$ cat config.mk
export PLATFORM = sky130hd
export DESIGN_NAME = ft245_sync_tx_fifo_flat
export DESIGN_NICKNAME = d
export VERILOG_FILES = /design/src/rtl/ft245_sync_tx_fifo_if.sv /design/src/rtl/ft245_sync_tx_fifo.sv /design/src/flat_wrapper.sv
export SDC_FILE = /design/constraint.sdc
export NUM_CORES = 1
export LEC_CHECK = 0
export BUFFER_PORTS_ARGS = -buffer_cell sky130_fd_sc_hd__buf_4
export CAP_MARGIN = 20
export CORE_MARGIN = 2
export CORE_UTILIZATION = 44
export DETAILED_ROUTE_END_ITERATION = 10
export SLEW_MARGIN = 30
export SYNTH_ARGS = -nofsm -noshare
export SYNTH_HDL_FRONTEND = slang
export SYNTH_SLANG_ARGS = --single-unit
$ cat constraint.sdc
create_clock -name clk_i -period 10.16 [get_ports clk_i]
set_clock_uncertainty 0.05 [all_clocks]
set_input_delay 3.048 -clock clk_i [delete_from_list [all_inputs] [get_ports clk_i]]
set_output_delay 3.048 -clock clk_i [all_outputs]
set_load 0.1 [all_outputs]
$ cat src/rtl/ft245_sync_tx_fifo_if.sv
// FPGA-side word stream plus FT245 synchronous-mode transmit pins.
// master = upstream logic / FT2232H model, slave = the transmit engine.
interface ft245_sync_tx_fifo_if #(
    parameter int WORD_W = 32,
    parameter int DEPTH  = 16
);
    localparam int LW = $clog2(DEPTH) + 1;

    logic [WORD_W-1:0] din_i;
    logic              din_valid_i;
    logic              din_ready_o;
    logic [7:0]        adbus_o;
    logic              txe_i;
    logic              wr_o;
    logic              oe_o;
    logic [LW-1:0]     level_o;
    logic              ovf_o;
    logic              blinker_o;

    modport master (
        output din_i, din_valid_i, txe_i,
        input  din_ready_o, adbus_o, wr_o, oe_o, level_o, ovf_o, blinker_o
    );

    modport slave (
        input  din_i, din_valid_i, txe_i,
        output din_ready_o, adbus_o, wr_o, oe_o, level_o, ovf_o, blinker_o
    );
endinterface

$ cat src/rtl/ft245_sync_tx_fifo.sv
// FT245 synchronous-mode transmit engine: word FIFO (or counter source) serialised
// LSB byte first onto ADBUS under TXE#/WR# flow control, all in the CLKOUT domain.
module ft245_sync_tx_fifo #(
    parameter int WORD_W    = 32,
    parameter int DEPTH     = 16,
    parameter int MODE      = 0,
    parameter int BLINK_DIV = 1024
) (
    input logic                  clk_i,
    input logic                  rst_i,
    ft245_sync_tx_fifo_if.slave  bus
);
    localparam int NB = WORD_W / 8;
    localparam int IW = (NB > 1) ? $clog2(NB) : 1;
    localparam int AW = $clog2(DEPTH);
    localparam int LW = AW + 1;
    localparam int BW = (BLINK_DIV > 1) ? $clog2(BLINK_DIV) : 1;

    typedef enum logic {
        ST_IDLE,
        ST_SEND
    } state_t;

    state_t            r_state;
    logic [WORD_W-1:0] r_mem [DEPTH];
    logic [AW:0]       r_wr_ptr;
    logic [AW:0]       r_rd_ptr;
    logic [WORD_W-1:0] r_shift;
    logic [WORD_W-1:0] r_cnt;
    logic [IW-1:0]     r_idx;
    logic              r_ovf;
    logic              r_blink;
    logic [BW-1:0]     r_blink_cnt;

    logic [LW-1:0]     w_level;
    logic              w_full;
    logic              w_src_avail;
    logic              w_xfer;
    logic              w_last;
    logic              w_pop;
    logic              w_push;
    logic [WORD_W-1:0] w_head;
    logic [7:0]        w_bytes [NB];

    // Extra pointer bit distinguishes full from empty.
    assign w_level     = r_wr_ptr - r_rd_ptr;
    assign w_full      = (w_level == LW'(DEPTH));
    assign w_src_avail = (MODE != 0) ? 1'b1 : (w_level != '0);
    assign w_xfer      = (r_state == ST_SEND) && !bus.txe_i;
    assign w_last      = (r_idx == IW'(NB - 1));
    assign w_pop       = w_src_avail && ((r_state == ST_IDLE) || (w_xfer && w_last));
    assign w_push      = (MODE == 0) && bus.din_valid_i && !w_full;
    assign w_head      = (MODE != 0) ? r_cnt : r_mem[r_rd_ptr[AW-1:0]];

    always_ff @(posedge clk_i) begin
        if (w_push) begin
            r_mem[r_wr_ptr[AW-1:0]] <= bus.din_i;
        end
    end

    always_ff @(posedge clk_i or posedge rst_i) begin
        if (rst_i) begin
            r_wr_ptr <= '0;
            r_rd_ptr <= '0;
            r_ovf    <= 1'b0;
        end else begin
            if (w_push) begin
                r_wr_ptr <= r_wr_ptr + (AW+1)'(1);
            end
            if (w_pop && (MODE == 0)) begin
                r_rd_ptr <= r_rd_ptr + (AW+1)'(1);
            end
            if ((MODE == 0) && bus.din_valid_i && w_full) begin
                r_ovf <= 1'b1;
            end
        end
    end

    always_ff @(posedge clk_i or posedge rst_i) begin
        if (rst_i) begin
            r_cnt <= '0;
        end else if (w_pop && (MODE != 0)) begin
            r_cnt <= r_cnt + WORD_W'(1);
        end
    end

    // Last-byte transfer reloads the shift register in the same edge: no bubble.
    always_ff @(posedge clk_i or posedge rst_i) begin
        if (rst_i) begin
            r_state <= ST_IDLE;
            r_shift <= '0;
            r_idx   <= '0;
        end else begin
            case (r_state)
                ST_IDLE: begin
                    if (w_pop) begin
                        r_shift <= w_head;
                        r_idx   <= '0;
                        r_state <= ST_SEND;
                    end
                end
                ST_SEND: begin
                    if (w_xfer) begin
                        if (!w_last) begin
                            r_idx <= r_idx + IW'(1);
                        end else if (w_pop) begin
                            r_shift <= w_head;
                            r_idx   <= '0;
                        end else begin
                            r_state <= ST_IDLE;
                        end
                    end
                end
                default: r_state <= ST_IDLE;
            endcase
        end
    end

    always_ff @(posedge clk_i or posedge rst_i) begin
        if (rst_i) begin
            r_blink_cnt <= '0;
            r_blink     <= 1'b0;
        end else if (w_xfer) begin
            if (r_blink_cnt == BW'(BLINK_DIV - 1)) begin
                r_blink_cnt <= '0;
                r_blink     <= ~r_blink;
            end else begin
                r_blink_cnt <= r_blink_cnt + BW'(1);
            end
        end
    end

    for (genvar gi = 0; gi < NB; gi++) begin : g_byte
        assign w_bytes[gi] = r_shift[8*gi +: 8];
    end

    // WR# is gated by reset directly so it can never pulse low during reset.
    assign bus.wr_o        = rst_i | !w_xfer;
    assign bus.adbus_o     = w_bytes[r_idx];
    assign bus.oe_o        = 1'b1;
    assign bus.din_ready_o = (MODE == 0) && !rst_i && !w_full;
    assign bus.level_o     = (MODE == 0) ? w_level : '0;
    assign bus.ovf_o       = r_ovf;
    assign bus.blinker_o   = r_blink;
endmodule
$ cat src/flat_wrapper.sv
// flat-port wrapper written by rule: the top's interface ports become plain ports
module ft245_sync_tx_fifo_flat 
#(
    parameter int WORD_W    = 32,
    parameter int DEPTH     = 16,
    parameter int MODE      = 0,
    parameter int BLINK_DIV = 1024
)
  (clk_i, rst_i, bus_din_i, bus_din_valid_i, bus_txe_i, bus_din_ready_o, bus_adbus_o, bus_wr_o, bus_oe_o, bus_level_o, bus_ovf_o, bus_blinker_o);
  ft245_sync_tx_fifo_if #(.WORD_W(WORD_W), .DEPTH(DEPTH)) bus_i ();
  input logic clk_i;
  input logic rst_i;
  input wire logic [$bits(bus_i.din_i)-1:0] bus_din_i;
  input wire logic [$bits(bus_i.din_valid_i)-1:0] bus_din_valid_i;
  input wire logic [$bits(bus_i.txe_i)-1:0] bus_txe_i;
  output wire logic [$bits(bus_i.din_ready_o)-1:0] bus_din_ready_o;
  output wire logic [$bits(bus_i.adbus_o)-1:0] bus_adbus_o;
  output wire logic [$bits(bus_i.wr_o)-1:0] bus_wr_o;
  output wire logic [$bits(bus_i.oe_o)-1:0] bus_oe_o;
  output wire logic [$bits(bus_i.level_o)-1:0] bus_level_o;
  output wire logic [$bits(bus_i.ovf_o)-1:0] bus_ovf_o;
  output wire logic [$bits(bus_i.blinker_o)-1:0] bus_blinker_o;
  assign bus_i.din_i = bus_din_i;
  assign bus_i.din_valid_i = bus_din_valid_i;
  assign bus_i.txe_i = bus_txe_i;
  assign bus_din_ready_o = bus_i.din_ready_o;
  assign bus_adbus_o = bus_i.adbus_o;
  assign bus_wr_o = bus_i.wr_o;
  assign bus_oe_o = bus_i.oe_o;
  assign bus_level_o = bus_i.level_o;
  assign bus_ovf_o = bus_i.ovf_o;
  assign bus_blinker_o = bus_i.blinker_o;
  ft245_sync_tx_fifo #(.WORD_W(WORD_W), .DEPTH(DEPTH), .MODE(MODE), .BLINK_DIV(BLINK_DIV)) u_core (.clk_i(clk_i), .rst_i(rst_i), .bus(bus_i));
endmodule
==> run metrics <==
share of power burned in registers 41.6%; Antenna Violating Nets Remaining 0; initial antenna violation count 0; internal power 4.93 mW; Hold Vio Cnt, Final 0; multiplexer area fraction after synthesis 16.2%; Final Max Tran Viols 0; outcome completed; Syn Std Cell Area 22100 µm²; asr flop ratio synth 10.0%; row cnt 82; number of setup buffers added after CTS 0; area of the multi-input gates 5080 µm²; die span in y 228 µm; worst vdd ir 170 µV; via count 10275; TritonCTS buffer count 56; Synth cell types 47; Register Area 16800 µm²; WL/cell 26.3 µm; Fmax 137 MHz; sum of buffers and inverters on the critical path 4; Synth warnings 0; most common cell after layout, fill and taps aside edfxtp_1; maximum fanout along the worst path 58; CORE AREA 49900 µm²; Fillers 4040; clock network power share 25.5%; Die X 228 µm; Seq/Total Area, Yosys 76.0%; RePlAce Congestion 0.739; Worst EP required 7060 ps; DRT Pass-1 Iters 5; Root Buffer clkbuf_16; H-tree levels 2; first-pass GRT wire length 70800 µm; Post-CTS Resized 0; buffer depth of the longest clock path 3; area share of fa/ha/maj cells after synthesis 0.713%; largest net degree at the start of global routing 105; most numerous cell on the critical path buf_4; Layout area overhead 13.3%; layout cells sized above 1 30.6%; Remaining Overflow, GRT 0; combinational family with the most area after synthesis multiplexers; combinational fraction of design power 33.0%; P_sw 2.55 mW; final critical-path share of the clock period 71.8%; via/cell ratio 5.66; DRT iter0 DRCs 954; MaxCap Viol Count 0; syn_nets 1067; commonest non-fill, non-tap cells in the layout 512 x edfxtp_1, 136 x mux4_2, 72 x buf_4; Sw Ratio 34.1%; final wirelength 47700 µm; PD cells 299 nW/µm²; Levels on crit path 5; WP data arrival 4190 ps; setup TNS 0 ps; Synth Area in XOR/XNOR 0.826%; Startpoint Class input port; Worst-Margin Slew 795 ps; Synth Area in Compound Gates 2.42%; io pins 54; static leakage 8.22 nW; critical path class in2out; critical path endpoint category output port; Worst-Skew Late Latency 590 ps; Initial Util 44.4%; Top Family by Delay on Critical Path buffers and inverters; DPL Wire Length 23700 µm; die area 52100 µm²; Tmin final 7290 ps; Synth Instances 1019; CP max-delay cell buf_4; syn avg cell area 21.7 µm²; Final #Nets 1149; Hold Path Class reg2reg; vias in the first global route 10814; # diodes 0; synthesized flop and latch total 569; CTS tree yes; Max stage delay on crit path 580 ps; Post-CTS Hold Buffers 0; ys flop type edfxtp_1; worst reg-to-reg path cell count 9; number of port buffers 52; Hold Path Cell Cnt 1; Post-synth EDFFs 512; final core utilization 50.3%; gr usage total 18.6%; Clock transition at path regs 60 ps; Synth Area in Simple Gates 2.22%; RSZ-0062 raised after global routing false; final setup violation count 0; CTS sink count 569; slew margin rel. 47.0%; crit-path cells buf_4 > inv_2 > buf_4 > nand2_1 > buf_4; DR DRC count 0
==> cell usage after synthesis, types with 2 or more instances <==
library cell | count | area [µm²]
nor2b_1 | 2 | 12.5
a32o_1 | 2 | 20.0
o21ai_1 | 2 | 10.0
mux2_4 | 30 | 450
mux2_2 | 5 | 56.3
o22ai_1 | 64 | 400
ha_1 | 11 | 138
buf_2 | 10 | 50.1
nor2_1 | 56 | 210
nand4_1 | 3 | 18.8
nand3_1 | 5 | 25.0
mux4_2 | 136 | 3060
xor2_1 | 5 | 43.8
nand2b_1 | 2 | 12.5
clkbuf_1 | 23 | 86.3
buf_6 | 11 | 124
nand2_1 | 18 | 67.6
inv_1 | 10 | 37.5
xnor2_1 | 14 | 123
and3_1 | 5 | 31.3
dfrtp_1 | 57 | 1430
nand3b_1 | 2 | 15.0
buf_1 | 4 | 15.0
buf_8 | 3 | 45.0
and2_1 | 2 | 12.5
nor3_1 | 4 | 20.0
a21o_1 | 2 | 15.0
edfxtp_1 | 512 | 15400
==> kinds of logic after synthesis <==
group	count (synthesis)
buffers and inverters	62
multiplexers	172
flip-flops	569
adder cells (fa/ha/maj)	12
other	1
AO/OA/AOI/OAI	78
XOR/XNOR	20
AND/OR/NAND/NOR	105
==> metal layers <==
layer	GRT usage, %	wire (µm)	share of wire, %
met3	2.94	2570	5.4
met5	0	0	0
met2	30.0	23000	48
met4	5.64	1090	2.3
met1	26.3	21000	44
==> final cells by class <==
type,count,share of cell area (%)
flip-flops and latches,569,67.1
repair buffers,76,2.52
well taps,672,3.35
clock inverters,28,0.719
clock buffers,72,5.92
multi-input cells,388,20.3
inverters,10,0.150
==> per-stage QoR <==
stage | cells | cell area (µm²) | hold WS [ps] | power, mW | setup slack (ps)
4_1_cts | 1814 | 25000 | 418 | 7.57 | 2830
3_3_place_gp | 1712 | 23300 | 409 | 5.61 | 2830
2_1_floorplan | 1019 | 22100 | 395 | 4.97 | 1750
3_5_place_dp | 1714 | 23400 | 404 | 5.66 | 2850
5_1_grt | 1815 | 25100 | 437 | 7.80 | 2690
6_report | 1815 | 25100 | 411 | 7.48 | 2870
==> sequential cells by signal, summed over array words and instances, names as in the netlist <==
| name | cells |
|---|---|
| u_core.r_state | 1 |
| u_core.bus.blinker_o | 1 |
| u_core.bus.ovf_o | 1 |
| u_core.r_shift | 32 |
| u_core.r_idx | 2 |
| u_core.r_blink_cnt | 10 |
| u_core.r_mem | 512 |
| u_core.r_rd_ptr | 5 |
| u_core.r_wr_ptr | 5 |
==> path summary, 6_finish.rpt <==
check | to | slack [ps] | from
max | bus_wr_o | 2870 | rst_i
min | u_core.bus.ovf_o | 410 | u_core.bus.ovf_o
max reg2reg | u_core.r_mem[15][6] | 6060 | u_core.r_rd_ptr[2]
min reg2reg | u_core.bus.ovf_o | 410 | u_core.bus.ovf_o
max in group asynchronous | u_core.r_rd_ptr[0] | 6840 | rst_i
min in group asynchronous | u_core.bus.ovf_o | 2620 | rst_i
==> power groups by stage <==
stage                     logic (mW)  registers, mW  clock network, mW
final                           2.47           3.11               1.91
after global routing            2.62           3.14               2.04
after CTS                       2.50           3.11               1.95
after detailed placement        2.50           3.16                  0
after global placement          2.43           3.18                  0
after floorplan                 1.95           3.02                  0
Power figures use the tool's default switching activity.
